### config.mk
export PLATFORM = sky130hd
export DESIGN_NAME = adpll_lock_ctrl
export DESIGN_NICKNAME = d
export VERILOG_FILES = /design/src/rtl/adpll_pkg.sv /design/src/rtl/adpll_edge_sync.sv /design/src/rtl/adpll_lock_ctrl.sv
export SDC_FILE = /design/constraint.sdc
export NUM_CORES = 1
export LEC_CHECK = 0
export BUFFER_PORTS_ARGS = -buffer_cell sky130_fd_sc_hd__buf_2
export CAP_MARGIN = 20
export CORE_MARGIN = 2
export CORE_UTILIZATION = 51
export DETAILED_ROUTE_END_ITERATION = 16
export GPL_TIMING_DRIVEN = 0
export PLACE_DENSITY = 0.81
export SLEW_MARGIN = 20
export SYNTH_ARGS = -nofsm -noshare
export SYNTH_HDL_FRONTEND = slang
export SYNTH_SLANG_ARGS = --single-unit
### constraint.sdc
create_clock -name clk -period 1.7 [get_ports clk]
set_input_delay 0.17 -clock clk [delete_from_list [all_inputs] [get_ports clk]]
set_output_delay 0.17 -clock clk [all_outputs]
set_load 0.01 [all_outputs]
### src/rtl/adpll_pkg.sv
// rtl/adpll_pkg.sv - shared types and constants for the ADPLL lock controller
//
// Purpose: FSM state encoding, VCO code limits and a saturating code step helper.
// Ports:   none (package).

package adpll_pkg;

  typedef enum logic [1:0] {
    ST_IDLE   = 2'd0,
    ST_SWEEP  = 2'd1,
    ST_TRACK  = 2'd2,
    ST_LOCKED = 2'd3
  } adpll_state_e;

  localparam logic [3:0] CODE_CENTER = 4'd8;
  localparam logic [3:0] CODE_MIN    = 4'd0;
  localparam logic [3:0] CODE_MAX    = 4'd15;

  // One step up or down; a step that would leave the code range is a no-op.
  function automatic logic [3:0] code_step(input logic [3:0] code, input logic up);
    if (up) begin
      return (code == CODE_MAX) ? code : code + 4'd1;
    end else begin
      return (code == CODE_MIN) ? code : code - 4'd1;
    end
  endfunction

endpackage

### src/rtl/adpll_edge_sync.sv
// rtl/adpll_edge_sync.sv - two-flop synchronizer with registered rising-edge pulse
//
// Purpose: bring an asynchronous clock-like input into the clk domain and emit a
//          one-cycle pulse per rising edge, 3 clk after the input edge.
// Ports:
//   clk       in  system clock
//   reset     in  synchronous, active-low reset
//   din       in  asynchronous input
//   edge_out  out one-cycle rising-edge pulse

module adpll_edge_sync (
  input  logic clk,
  input  logic reset,
  input  logic din,
  output logic edge_out
);

  // sync_q[0], sync_q[1]: metastability chain; sync_q[2]: previous synced level
  logic [2:0] sync_q, sync_d;
  logic       edge_q, edge_d;

  always_comb begin
    sync_d = {sync_q[1:0], din};
    edge_d = sync_q[1] & ~sync_q[2];
  end

  always_ff @(posedge clk) begin
    if (!reset) begin
      sync_q <= 3'b000;
      edge_q <= 1'b0;
    end else begin
      sync_q <= sync_d;
      edge_q <= edge_d;
    end
  end

  assign edge_out = edge_q;

endmodule

### src/rtl/adpll_lock_ctrl.sv
// rtl/adpll_lock_ctrl.sv - ADPLL coarse sweep and phase-lock supervisor
//
// Purpose: steps a 4-bit VCO code by counting feedback edges per reference
//          period (coarse sweep), then trims it from the TDC phase error and
//          declares / drops lock with hysteresis counters.
// Build option: ADPLL_CTRL_SWEEP_EN enables the coarse sweep (SWEEP state,
//          feedback counter, sweep_fail); without it IDLE goes straight to TRACK.
// Ports:
//   clk        in  system clock (VCO master)
//   reset      in  synchronous, active-low reset
//   enable     in  loop enable; low forces IDLE
//   ref_in     in  asynchronous reference clock
//   fb_in      in  asynchronous divided VCO feedback
//   phase_err  in  signed TDC code
//   code_out   out VCO frequency code
//   code_upd   out one-cycle pulse when code_out changes
//   locked     out lock indicator
//   lock_lost  out one-cycle pulse on LOCKED->TRACK
//   sweep_fail out sticky sweep timeout flag
//   state_out  out current FSM state

module adpll_lock_ctrl
  import adpll_pkg::*;
#(
  parameter int FB_TARGET  = 4,
  parameter int LOCK_WIN   = 1,
  parameter int LOCK_CNT   = 8,
  parameter int UNLOCK_CNT = 4,
  parameter int SWEEP_MAX  = 32
) (
  input  logic       clk,
  input  logic       reset,
  input  logic       enable,
  input  logic       ref_in,
  input  logic       fb_in,
  input  logic [3:0] phase_err,
  output logic [3:0] code_out,
  output logic       code_upd,
  output logic       locked,
  output logic       lock_lost,
  output logic       sweep_fail,
  output logic [1:0] state_out
);

  logic ref_edge;
  logic fb_edge;

  adpll_edge_sync u_ref_sync (
    .clk      (clk),
    .reset    (reset),
    .din      (ref_in),
    .edge_out (ref_edge)
  );

  adpll_edge_sync u_fb_sync (
    .clk      (clk),
    .reset    (reset),
    .din      (fb_in),
    .edge_out (fb_edge)
  );

  adpll_state_e state_q, state_d;
  logic [3:0]   code_q, code_d;
  logic         code_upd_q, code_upd_d;
  logic         locked_q, locked_d;
  logic         lock_lost_q, lock_lost_d;
  logic         sweep_fail_q, sweep_fail_d;
  logic [7:0]   lock_cnt_q, lock_cnt_d;
  logic [7:0]   unlock_cnt_q, unlock_cnt_d;

  // |phase_err|; -8 maps to 4'b1000 which reads as 8 unsigned.
  logic [3:0] err_abs;
  logic       err_out;
  assign err_abs = phase_err[3] ? (4'd0 - phase_err) : phase_err;
  assign err_out = int'(err_abs) > LOCK_WIN;

`ifdef ADPLL_CTRL_SWEEP_EN
  logic [7:0] fb_cnt_q, fb_cnt_d;
  logic [7:0] per_cnt_q, per_cnt_d;
  logic       win_open_q, win_open_d;
  logic [7:0] fb_close;

  // Closing count includes an fb edge coincident with the ref edge.
  assign fb_close = (fb_edge && (fb_cnt_q != 8'hFF)) ? fb_cnt_q + 8'd1 : fb_cnt_q;
`else
  logic [7:0] cfg_unused;
  assign cfg_unused = 8'(FB_TARGET) ^ 8'(SWEEP_MAX) ^ {7'd0, fb_edge};
`endif

  always_comb begin
    state_d      = state_q;
    code_d       = code_q;
    locked_d     = locked_q;
    lock_lost_d  = 1'b0;
    sweep_fail_d = sweep_fail_q;
    lock_cnt_d   = lock_cnt_q;
    unlock_cnt_d = unlock_cnt_q;
`ifdef ADPLL_CTRL_SWEEP_EN
    fb_cnt_d     = fb_cnt_q;
    per_cnt_d    = per_cnt_q;
    win_open_d   = win_open_q;
`endif

    if (!enable) begin
      // sweep_fail is deliberately kept so software can still read it.
      state_d      = ST_IDLE;
      code_d       = CODE_CENTER;
      locked_d     = 1'b0;
      lock_cnt_d   = 8'd0;
      unlock_cnt_d = 8'd0;
`ifdef ADPLL_CTRL_SWEEP_EN
      fb_cnt_d     = 8'd0;
      per_cnt_d    = 8'd0;
      win_open_d   = 1'b0;
`endif
    end else begin
      case (state_q)
        ST_IDLE: begin
          code_d = CODE_CENTER;
          if (ref_edge) begin
`ifdef ADPLL_CTRL_SWEEP_EN
            state_d = ST_SWEEP;
`else
            state_d = ST_TRACK;
`endif
          end
        end

`ifdef ADPLL_CTRL_SWEEP_EN
        ST_SWEEP: begin
          fb_cnt_d = fb_close;
          if (ref_edge) begin
            fb_cnt_d = 8'd0;
            if (!win_open_q) begin
              // The first edge only starts a clean counting window.
              win_open_d = 1'b1;
            end else if (int'(fb_close) == FB_TARGET) begin
              state_d = ST_TRACK;
            end else begin
              code_d    = code_step(code_q, int'(fb_close) < FB_TARGET);
              per_cnt_d = per_cnt_q + 8'd1;
              if (int'(per_cnt_q) + 1 >= SWEEP_MAX) begin
                sweep_fail_d = 1'b1;
                state_d      = ST_TRACK;
              end
            end
          end
        end
`endif

        ST_TRACK: begin
          if (ref_edge) begin
            if (err_out) begin
              code_d     = code_step(code_q, ~phase_err[3]);
              lock_cnt_d = 8'd0;
            end else if (int'(lock_cnt_q) + 1 >= LOCK_CNT) begin
              state_d      = ST_LOCKED;
              locked_d     = 1'b1;
              lock_cnt_d   = 8'd0;
              unlock_cnt_d = 8'd0;
            end else begin
              lock_cnt_d = lock_cnt_q + 8'd1;
            end
          end
        end

        ST_LOCKED: begin
          if (ref_edge) begin
            if (!err_out) begin
              unlock_cnt_d = 8'd0;
            end else if (int'(unlock_cnt_q) + 1 >= UNLOCK_CNT) begin
              state_d      = ST_TRACK;
              locked_d     = 1'b0;
              lock_lost_d  = 1'b1;
              lock_cnt_d   = 8'd0;
              unlock_cnt_d = 8'd0;
            end else begin
              unlock_cnt_d = unlock_cnt_q + 8'd1;
            end
          end
        end

        default: state_d = ST_IDLE;
      endcase
    end

    // Registered alongside the code so the pulse coincides with the new value.
    code_upd_d = (code_d != code_q);
  end

  always_ff @(posedge clk) begin
    if (!reset) begin
      state_q      <= ST_IDLE;
      code_q       <= CODE_CENTER;
      code_upd_q   <= 1'b0;
      locked_q     <= 1'b0;
      lock_lost_q  <= 1'b0;
      sweep_fail_q <= 1'b0;
      lock_cnt_q   <= 8'd0;
      unlock_cnt_q <= 8'd0;
`ifdef ADPLL_CTRL_SWEEP_EN
      fb_cnt_q     <= 8'd0;
      per_cnt_q    <= 8'd0;
      win_open_q   <= 1'b0;
`endif
    end else begin
      state_q      <= state_d;
      code_q       <= code_d;
      code_upd_q   <= code_upd_d;
      locked_q     <= locked_d;
      lock_lost_q  <= lock_lost_d;
      sweep_fail_q <= sweep_fail_d;
      lock_cnt_q   <= lock_cnt_d;
      unlock_cnt_q <= unlock_cnt_d;
`ifdef ADPLL_CTRL_SWEEP_EN
      fb_cnt_q     <= fb_cnt_d;
      per_cnt_q    <= per_cnt_d;
      win_open_q   <= win_open_d;
`endif
    end
  end

  assign code_out   = code_q;
  assign code_upd   = code_upd_q;
  assign locked     = locked_q;
  assign lock_lost  = lock_lost_q;
  assign sweep_fail = sweep_fail_q;
  assign state_out  = state_q;

endmodule

==> flow_summary.toml <==
[layout]
drive_gt1_frac = 0.296
diodes = 0
nNetsFinal = 219
final_common_cell = "dfxtp_1"
area_growth_pct = 20.6
layout_common_cells = "dfxtp_1 (22), nand2_1 (19), buf_2 (16)"

[placement]
port_buffers = 16
place_ws_ns = -0.280
place_congestion = 0.872
hpwlAfterDp_um = 2400

[routing]
avgRoutedWirePerCell_um = 14.6
dr_total_vias = 1442
routed.top_layer = "met4"
drcViolationCount = 0
wl_met2_um = 1690
avgViaCountPerCell = 6.08
drt_iter0_markers = 77
drt-total-wl_um = 3460
ant_nets = 0
met3_length_um = 158
firstDrtPassIters = 4
met1_length_um = 1570

[global_route]
grt_pass1_wl_um = 5870
overflow = 0
grt_pass1_vias = 1343
grt_max_degree = 11
antenna_found_initial = 0
grt_usage = 0.223

[clock_network]
cts_num_sinks = 29
htreeDepth = 2
clk_latency_ns = 0.33
tritoncts = "done"
clk_pin_slew_worst_paths_ns = 0.09
clockBufferDepth = 2
cts_made_buffers = 5
cts_root_buffer = "clkbuf_4"

[timing]
final_max_slew_viol_count = 0
setup_viol = 1
fmax_ghz = 0.573
setup_ws_ns = -0.0450
rsz0062_at_grt = "true"
fin_skew_ns = 0.0144
fin_crit_sh = 1.03
hold_viol = 0
period_minus_slack_ns = 1.75

[critical_path]
cpMaxStageDelayCell = "o311a_4"
critical_path_required_ns = 1.92
cp.arrival_ns = 1.96
crit_type = "flip-flop to flip-flop"
max_stage_delay_ns = 0.39
cp_top_family = "compound AO/OA/AOI/OAI gates"
worst-path-buf-inv = 0
crit_fanout = 5
cp_cell_sequence = "ha_4 -> nand2_4 -> nor2_2 -> o311a_4 -> o311a_4 -> mux2_4"
critPathCaptureType = "flip-flop"
cp-start-kind = "flip-flop"
critPathMostFrequentCell = "o311a_4"

[floorplanning]
die_h_um = 58.8
num_rows = 19
io_pins = 19
core_um2 = 2810
initial_core_util = 0.545
die_w_um = 58.8
dieArea_um2 = 3450

[logic_synthesis]
syn_inst = 179
ys_ff_latch = 29
synth.yosys.seq_area_share = 0.379
synth_cell_types = 52
syn-num-nets = 193
synth_edf_count = 0
async_flop_share = 0
yosys_warnings = 0
syn_area_um2 = 1530
syn_area_per_cell_um2 = 8.55
yosys_most_used_dff = "dfxtp_1"

[power_and_ir_drop]
ir_worst_vdd_mv = 0.561
finalPower_mw = 1.15
leakage_nw = 0.733
power.density_nw_per_um2 = 624

[status]
status = "complete, but fails checks"
violations = "setup timing"

[hold_path]
holdCritPathClass = "primary input to flip-flop"

[job]
max_cap_violations = 0
## path summary, 6_finish.rpt
| check | from | to | cells after the start | slack (ns) |
|---|---|---|---|---|
| min reg2reg | u_ref_sync.sync_q[2] | u_ref_sync.edge_out | 1 | 0.40 |
| max reg2reg | unlock_cnt_q[1] | lock_cnt_q[0] | 6 | -0.05 |
| max | unlock_cnt_q[1] | lock_cnt_q[0] | 6 | -0.05 |
| min | ref_in | u_ref_sync.sync_q[0] | 2 | 0.07 |
## Yosys cell counts, types with 2 or more instances
cell type,instances,area (um^2)
dfxtp_1,29,581
nand2_1,20,75.1
a21oi_1,12,60.1
clkbuf_1,7,26.3
inv_1,7,26.3
nand3_1,7,35.0
nor2_1,7,26.3
and2_1,6,37.5
o21ai_0,6,30.0
a31oi_1,5,31.3
and2_2,5,37.5
ha_1,5,62.6
nand2b_1,4,25.0
nor3_1,4,20.0
o211ai_1,4,30.0
a211oi_1,3,22.5
nor2b_1,3,18.8
nor4_1,3,18.8
o21a_1,3,22.5
a2111oi_0,2,17.5
a311oi_1,2,17.5
a31o_2,2,17.5
mux2i_1,2,20.0
o2111ai_1,2,17.5
o31a_1,2,17.5
## sequential cells by signal (all words and copies together) (netlist names)
name	flops
lock_lost	1
state_out	2
u_ref_sync.sync_q	3
code_out	4
u_ref_sync.edge_out	1
locked	1
unlock_cnt_q	8
code_upd	1
lock_cnt_q	8
## repair_timing
action	4_1_cts	5_1_grt
hold buffers	0	0
resized for setup	15	25
setup buffers	3	0
setup endpoints to repair	13	24
pin swaps	1	10
gates cloned	1	0
## routing by layer
metal | GRT usage | vias to the layer above
li1 | - | 713
met1 | 0.280 | 686
met2 | 0.373 | 39
met3 | 0.0462 | 4
met4 | 0.0844 | 0
met5 | 0 | -
## layout make-up
| cell class | count | area (um^2) |
|---|---|---|
| multi-input cells | 135 | 992 |
| fillers | 237 | 960 |
| flip-flops and latches | 29 | 594 |
| repair buffers | 19 | 103 |
| clock buffers | 6 | 41.3 |
| plain buffers | 8 | 40.0 |
| well taps | 31 | 38.8 |
| inverters | 7 | 26.3 |
| clock inverters | 2 | 10.0 |
## worst reg2reg max path, stage by stage (launching register included)
cell	delay (ns)
dfxtp_4	0.36
ha_4	0.17
nand2_4	0.08
nor2_2	0.05
o311a_4	0.39
o311a_4	0.34
mux2_4	0.26
## metrics by stage
step / hold slack, ns / util / instances / cell area [um^2] / setup TNS (ns)
2_1_floorplan: 0.279 / - / 179 / 1530 / -0.0351
6_report: 0.0671 / 0.658 / 237 / 1850 / -0.0450
5_1_grt: 0.0680 / 0.658 / 237 / 1850 / -0.194
3_3_place_gp: 0.372 / 0.589 / 226 / 1650 / -2.54
4_1_cts: 0.0676 / 0.635 / 238 / 1780 / -0.264
3_5_place_dp: 0.378 / 0.589 / 226 / 1650 / -3.55
## power by group
part           switching, mW  total, mW  internal [mW]
Combinational         0.0540     0.0861         0.0321
Sequential           0.00259      0.682          0.679
Clock                  0.226      0.383          0.157
Total                  0.283       1.15          0.868
## kinds of logic after synthesis
kind of cell | Yosys count | share of synthesized area
flops | 29 | 0.379
mux | 4 | 0.0303
compound gates | 55 | 0.264
xor+xnor | 1 | 0.00572
fa+ha+maj | 5 | 0.0409
simple gates | 68 | 0.236
other cells | 1 | 0.00245
buf+inv | 16 | 0.0417
Power figures use the tool's default switching activity.
